--- src/rtl/fpu_pkg.sv ---
`default_nettype none
// ============================================================================
// Module      : fpu_pkg
// Description : Shared FPU definitions: bfloat16 type, multiplier-arbiter FSM
//               state encoding and the canonical quiet NaN constant.
// Revision    : 1.0 - initial release
// ============================================================================
package fpu_pkg;

    typedef logic [15:0] bf16_t;

    // Explicit 2-bit encodings, kept as constants for legacy users that
    // compare raw state bits.
    localparam logic [1:0] ST_IDLE = 2'd0;
    localparam logic [1:0] ST_EXEC = 2'd1;
    localparam logic [1:0] ST_RESP = 2'd2;

    typedef enum logic [1:0] {
        IDLE = ST_IDLE,
        EXEC = ST_EXEC,
        RESP = ST_RESP
    } mul_arb_state_e;

    localparam bf16_t BF16_QNAN = 16'h7FC0;

endpackage : fpu_pkg
`default_nettype wire

--- src/rtl/fpu_mul_arbiter_mult.sv ---
`default_nettype none
// ============================================================================
// Module      : Mult
// Description : Combinational bfloat16 multiplier, round-to-nearest-even.
//               Subnormal inputs and results flush to signed zero; any NaN
//               operand or inf*0 yields the canonical quiet NaN.
// Ports       : i_a, i_b  - bf16 operands
//               i_inst    - 0: multiply, 1: negated multiply
//               o_result  - bf16 product
// Revision    : 1.0 - initial release
// ============================================================================
module Mult
    import fpu_pkg::*;
(
    input  bf16_t i_a,
    input  bf16_t i_b,
    input  logic  i_inst,
    output bf16_t o_result
);

    logic [7:0]        w_ea, w_eb;
    logic [6:0]        w_ma, w_mb;
    logic              w_sign;
    logic              w_a_nan, w_b_nan, w_a_inf, w_b_inf, w_a_zero, w_b_zero;
    logic [15:0]       w_prod;
    logic signed [9:0] w_exp;
    logic [6:0]        w_mant;
    logic              w_guard, w_sticky, w_round;
    logic [7:0]        w_mant_r;

    assign w_ea = i_a[14:7];
    assign w_eb = i_b[14:7];
    assign w_ma = i_a[6:0];
    assign w_mb = i_b[6:0];

    always_comb begin
        w_sign   = i_a[15] ^ i_b[15] ^ i_inst;
        w_a_nan  = (&w_ea) && (|w_ma);
        w_b_nan  = (&w_eb) && (|w_mb);
        w_a_inf  = (&w_ea) && !(|w_ma);
        w_b_inf  = (&w_eb) && !(|w_mb);
        w_a_zero = !(|w_ea);
        w_b_zero = !(|w_eb);

        w_prod = {8'h00, 1'b1, w_ma} * {8'h00, 1'b1, w_mb};
        w_exp  = $signed({2'b00, w_ea}) + $signed({2'b00, w_eb}) - 10'sd127;

        // Product of two 1.x significands lies in [1,4); normalise by one bit
        // when it reaches 2.
        if (w_prod[15]) begin
            w_mant   = w_prod[14:8];
            w_guard  = w_prod[7];
            w_sticky = |w_prod[6:0];
            w_exp    = w_exp + 10'sd1;
        end else begin
            w_mant   = w_prod[13:7];
            w_guard  = w_prod[6];
            w_sticky = |w_prod[5:0];
        end

        w_round  = w_guard && (w_sticky || w_mant[0]);
        w_mant_r = {1'b0, w_mant} + {7'd0, w_round};
        if (w_mant_r[7]) begin
            w_exp = w_exp + 10'sd1;
        end

        if (w_a_nan || w_b_nan || (w_a_inf && w_b_zero) || (w_b_inf && w_a_zero)) begin
            o_result = BF16_QNAN;
        end else if (w_a_inf || w_b_inf) begin
            o_result = {w_sign, 8'hFF, 7'h00};
        end else if (w_a_zero || w_b_zero) begin
            o_result = {w_sign, 15'h0000};
        end else if (w_exp >= 10'sd255) begin
            o_result = {w_sign, 8'hFF, 7'h00};
        end else if (w_exp <= 10'sd0) begin
            o_result = {w_sign, 15'h0000};
        end else begin
            o_result = {w_sign, w_exp[7:0], w_mant_r[6:0]};
        end
    end

endmodule : Mult
`default_nettype wire

--- src/rtl/fpu_mul_arbiter.sv ---
`default_nettype none
// ============================================================================
// Module      : fpu_mul_arbiter
// Description : Two-requester round-robin arbiter/sequencer for the shared
//               bf16 multiplier. IDLE -> EXEC -> RESP, one op per 3 cycles.
// Ports       : clk_i, rst_i            - clock, sync active-high reset
//               req_valid_i/req_ready_o - per-requester request handshake
//               req_a_i/req_b_i         - operands, requester i at [16*i +: 16]
//               rsp_valid_o/rsp_ready_i - per-requester response handshake
//               rsp_result_o            - bf16 product
//               busy_o                  - high outside IDLE
//               perf_mul_cnt_o, perf_stall_cnt_o - saturating counters,
//                 present only when FPU_MUL_ARB_PERF_EN is defined
// Revision    : 1.0 - initial release
// ============================================================================
module fpu_mul_arbiter
    import fpu_pkg::*;
#(
    parameter int CNT_W = 32
) (
    input  logic             clk_i,
    input  logic             rst_i,
    input  logic [1:0]       req_valid_i,
    output logic [1:0]       req_ready_o,
    input  logic [31:0]      req_a_i,
    input  logic [31:0]      req_b_i,
    output logic [1:0]       rsp_valid_o,
    input  logic [1:0]       rsp_ready_i,
    output logic [15:0]      rsp_result_o,
    output logic             busy_o
`ifdef FPU_MUL_ARB_PERF_EN
    ,
    output logic [CNT_W-1:0] perf_mul_cnt_o,
    output logic [CNT_W-1:0] perf_stall_cnt_o
`endif
);

    if (CNT_W < 1) begin : g_cnt_w_check
        $error("CNT_W must be at least 1");
    end

    mul_arb_state_e state_q;
    bf16_t          op_a_q, op_b_q, res_q;
    logic           owner_q;
    logic           last_q;

    logic           w_grant;
    logic           w_req_hs;
    logic           w_rsp_hs;
    bf16_t          w_product;

    // Grant: lone requester wins; under contention the one not served last.
    always_comb begin
        w_grant = 1'b0;
        case (req_valid_i)
            2'b10:   w_grant = 1'b1;
            2'b11:   w_grant = ~last_q;
            default: w_grant = 1'b0;
        endcase

        req_ready_o = 2'b00;
        if ((state_q == IDLE) && !rst_i && (|req_valid_i)) begin
            req_ready_o = w_grant ? 2'b10 : 2'b01;
        end
    end

    assign w_req_hs     = |req_ready_o;
    assign w_rsp_hs     = (state_q == RESP) && rsp_ready_i[owner_q];
    assign rsp_valid_o  = (state_q == RESP) ? (owner_q ? 2'b10 : 2'b01) : 2'b00;
    assign rsp_result_o = res_q;
    assign busy_o       = (state_q != IDLE);

    Mult u_mult (
        .i_a      (op_a_q),
        .i_b      (op_b_q),
        .i_inst   (1'b0),
        .o_result (w_product)
    );

    always_ff @(posedge clk_i) begin
        if (rst_i) begin
            state_q <= IDLE;
            op_a_q  <= '0;
            op_b_q  <= '0;
            res_q   <= '0;
            owner_q <= 1'b0;
            last_q  <= 1'b1;
        end else begin
            case (state_q)
                IDLE: begin
                    if (w_req_hs) begin
                        op_a_q  <= w_grant ? req_a_i[31:16] : req_a_i[15:0];
                        op_b_q  <= w_grant ? req_b_i[31:16] : req_b_i[15:0];
                        owner_q <= w_grant;
                        last_q  <= w_grant;
                        state_q <= EXEC;
                    end
                end
                EXEC: begin
                    res_q   <= w_product;
                    state_q <= RESP;
                end
                RESP: begin
                    if (w_rsp_hs) begin
                        state_q <= IDLE;
                    end
                end
                default: state_q <= IDLE;
            endcase
        end
    end

`ifdef FPU_MUL_ARB_PERF_EN
    logic w_stall;
    assign w_stall = |(req_valid_i & ~req_ready_o);

    always_ff @(posedge clk_i) begin
        if (rst_i) begin
            perf_mul_cnt_o   <= '0;
            perf_stall_cnt_o <= '0;
        end else begin
            if (w_rsp_hs && !(&perf_mul_cnt_o)) begin
                perf_mul_cnt_o <= perf_mul_cnt_o + 1'b1;
            end
            if (w_stall && !(&perf_stall_cnt_o)) begin
                perf_stall_cnt_o <= perf_stall_cnt_o + 1'b1;
            end
        end
    end
`endif

endmodule : fpu_mul_arbiter
`default_nettype wire
--- config.mk ---
export PLATFORM = sky130hd
export DESIGN_NAME = fpu_mul_arbiter
export DESIGN_NICKNAME = d
export VERILOG_FILES = /design/src/rtl/fpu_pkg.sv /design/src/rtl/fpu_mul_arbiter_mult.sv /design/src/rtl/fpu_mul_arbiter.sv
export SDC_FILE = /design/constraint.sdc
export NUM_CORES = 1
export LEC_CHECK = 0
export ABC_AREA = 1
export CORE_MARGIN = 2
export CORE_UTILIZATION = 25
export CTS_CLUSTER_DIAMETER = 60
export DETAILED_ROUTE_END_ITERATION = 12
export GPL_TIMING_DRIVEN = 0
export HOLD_SLACK_MARGIN = 0.15
export PLACE_DENSITY_LB_ADDON = 0.05
export RECOVER_POWER = 25
export SYNTH_ARGS = -nofsm -noshare
export SYNTH_HDL_FRONTEND = slang
export SYNTH_HIERARCHICAL = 1
export SYNTH_SLANG_ARGS = --single-unit
--- constraint.sdc ---
create_clock -name clk_i -period 8.12 [get_ports clk_i]
set_input_delay 1.218 -clock clk_i [delete_from_list [all_inputs] [get_ports clk_i]]
set_output_delay 1.218 -clock clk_i [all_outputs]
set_load 0.02 [all_outputs]
==> run summary <==
The maximum number of pins on one net before global-route repair came out at 16. Global routing used 2.012% of the available met3 tracks. The post-cts gate resize count came out at 0. The global routing usage on met1 came out at 20.97%. The number of clock sinks seen by CTS is 52. Global routing used 14.73% of the available tracks.

The library cells used most frequently in the layout, excluding fill and tap cells, are sky130_fd_sc_hd__nand2_1, sky130_fd_sc_hd__inv_1, sky130_fd_sc_hd__nand3_1. Data arrives at the worst endpoint at 6.92 ns. The post-synthesis register bit count came out at 52. The largest incremental delay on the critical path came out at 0.56 ns.

The number of warnings printed during yosys synthesis came out at 6. The global routing met2 resource utilization came out at 24.28%. The slew at the pin closest to its max-slew limit is 0.7900 ns.

Post-CTS timing repair inserted 0 buffers for setup. The post-synthesis area per instance is 6.247 µm². 91 I/O pins were placed. The number of H-tree levels is 2. The number of stages on the worst setup path came out at 34.

The cell count of the worst reg-to-reg path is 34. The count of unresolved DRC violations after routing came out at 0. The effective utilization at floorplan came out at 25.26%. The sum of overflow across all layers after global routing is 0. The final total negative setup slack is 0 ns. Measured against its own limit, the worst slew margin works out to 47.33%. In this run the most used layer during global routing was met2. Buffers inserted to repair hold after CTS numbered 0. The flow ran to the end, and the final reports show no timing, DRC or antenna violations.

From bottom edge to top edge, the die measures 171.1 µm. The gate count of the mapped netlist is 1117. The max-cap check violation count is 0. The final number of setup-violating endpoints is 0. The number of rows created at floorplan came out at 61. The worst-case hold slack is 0.4811 ns. The layout-stage area growth over the synthesis result came out at 21.00%.

The number of port buffers is 88. Dividing the final minimum period by the clock period gives 82.88%. The cell family with the largest share of critical-path delay is adder cells. The leakage power figure came out at 4.395 nW.

Setup repair after global routing left no endpoint under its margin. For the final database, setup skew stands at 0.01007 ns. Clock tree synthesis selected as its root buffer the cell sky130_fd_sc_hd__clkbuf_16. Summed over all layers, the routed wires come to 20540 µm. The number of vias in the routed layout came out at 6619. Counting along the longest clock path gives a buffer depth of 2. For this block, the initial DRC count from the detailed router was 307. The clock tree from TritonCTS is yes. The required arrival time at the worst endpoint came out at 8.31 ns. The tightest min-delay check is of the register to register type. The average wire length per cell after detail routing is 12.91 µm. At the end of routability-driven placement, the weighted congestion stood at 0.7926. The average vias per placed instance is 4.160. The buffers plus inverters on the worst setup path came out at 8. The share of layout cells above drive strength 1 came out at 10.31%. The initial antenna violation count is 0.

Summing every instance area after synthesis gives 6978 µm². The cell depth of the worst min-delay path is 2. The global-route wire length before repair came out at 34290 µm. The clock-pin slew of the registers on the worst-case setup and hold paths came out at 0.07 ns. The final-report hold violation count is 0.

Along the worst path, the maximum fanout reaches 10. The overall die width is 171.1 µm. For the worst-skew pair, the clock arrives at the later sink with an insertion delay of 0.30 ns. The power density over cell area came out at 111.1 nW/µm². The core region area came out at 27630 µm². The worst path needs 6.730 ns of the cycle, external delays included. The total CTS buffers came out at 5. The count of final max-slew check failures came to 0. 0 antenna diodes ended up in the layout.

STA classifies the critical path endpoint as a register. The share of the core filled with cells is 30.56%. Summed over all nets, the half-perimeter wirelength after detailed placement is 17560 µm. The library cell used most frequently in the layout, excluding fill and tap cells, is sky130_fd_sc_hd__nand2_1. The share of the Yosys chip area taken by registers is 14.92%. The die covers 29260 µm². The post-synthesis cell type count is 41.

Static timing analysis puts the maximum clock frequency at 148.6 MHz. The peak supply drop is 0.07370 mV. STA classifies the critical path startpoint as a register. The net total in the final layout came out at 1372. The via count of the first global-routing pass came out at 6507. The post-synth net total came out at 1277. The number of optimization iterations in the first detailed-route pass came out at 4.

The detail route stage leaves a number of antenna-violating nets equal to 0. The critical setup path kind is register to register. The master of the slowest instance on the critical path is sky130_fd_sc_hd__fa_1.
kinds of logic (layout without fill, tap and decap cells):
kind of cell    count (synthesis)  count (layout)  synth area share (%)
simple gates                  654             654                 42.28
buf+inv                       233             329                 13.93
fa+ha+maj                      90              90                 20.12
compound gates                 74              74                 7.065
flops                          52              52                 14.92
xor+xnor                       13              13                 1.632
other cells                     1               1               0.05374
worst reg2reg max path: cells and delay by family, from the launching register on:
kind,cells,cell delay [ns]
AND/OR/NAND/NOR,19,2.21
buffers and inverters,8,1.00
adder cells (fa/ha/maj),6,2.76
AO/OA/AOI/OAI,1,0.20
flip-flops,1,0.41
layer usage:
metal | up-vias | wire (µm)
li1 | 3636 | -
met1 | 2908 | 10550
met2 | 67 | 9387
met3 | 8 | 488
met4 | 0 | 107
met5 | - | 0
power breakdown:
part	switching [W]	internal (W)
combinational	0.000263	0.000162
clock	0.0000961	0.000123
sequential	0.0000180	0.000275
cells in the mapped netlist, drive strengths merged:
| cell | count | area, µm² |
|---|---|---|
| o21a | 1 | 7.510 |
| a22o | 1 | 8.760 |
| xnor2 | 5 | 43.79 |
| and2 | 2 | 12.51 |
| o2111ai | 1 | 8.760 |
| buf | 21 | 175.1 |
| nand4 | 23 | 158.9 |
| nor2 | 86 | 412.9 |
| nand3b | 5 | 37.54 |
| dfxtp | 52 | 1041 |
| nor3 | 4 | 20.02 |
| conb | 1 | 3.750 |
| clkinv | 1 | 5.000 |
| ha | 53 | 663.1 |
| fa | 37 | 740.7 |
| inv | 190 | 713.2 |
| nand3 | 98 | 535.5 |
| or2 | 2 | 12.51 |
| o21ai | 25 | 132.6 |
| nor3b | 1 | 12.51 |
| nand2 | 426 | 1704 |
| a2111oi | 1 | 8.760 |
| clkbuf | 21 | 78.83 |
| nor4 | 7 | 43.79 |
| xor2 | 8 | 70.07 |
| a21oi | 45 | 326.6 |
flip-flops by register name, indices dropped and copies added (netlist names):
register and flops:
op_a_q 16, op_b_q 16, rsp_result_o 16, state_q 2
last_q 1, owner_q 1
through the flow:
stage / cells / setup slack (ns) / cell area [µm²] / total power (W)
2_1_floorplan: 1117 / 2.435 / 6978 / 0.0005883
3_3_place_gp: 1583 / 1.361 / 8332 / 0.0007369
3_5_place_dp: 1583 / 1.310 / 8332 / 0.0007357
4_1_cts: 1591 / 1.305 / 8482 / 0.0009613
5_1_grt: 1591 / 0.8085 / 8443 / 0.001026
6_report: 1591 / 1.390 / 8443 / 0.0009376
final timing paths:
| path | start | end | slack, ns |
|---|---|---|---|
| worst max-delay path | op_a_q[2] | rsp_result_o[3] | 1.39 |
| worst min-delay path | op_b_q[0] | op_b_q[0] | 0.48 |
| worst max register to register | op_a_q[2] | rsp_result_o[3] | 1.39 |
| worst min register to register | op_b_q[0] | op_b_q[0] | 0.48 |
area by class of cell:
type                       instances  area [µm²]
timing repair buffer              88       880.8
clock inverter                     1       7.507
clock buffer                       7       142.6
buffer                            42       224.0
fill                            3132       19190
inverter                         191       718.2
sequential                        52        1041
multi-input combinational        832        4956
tap                              378       473.0
Note: power is estimated with default switching activity, not from simulation.
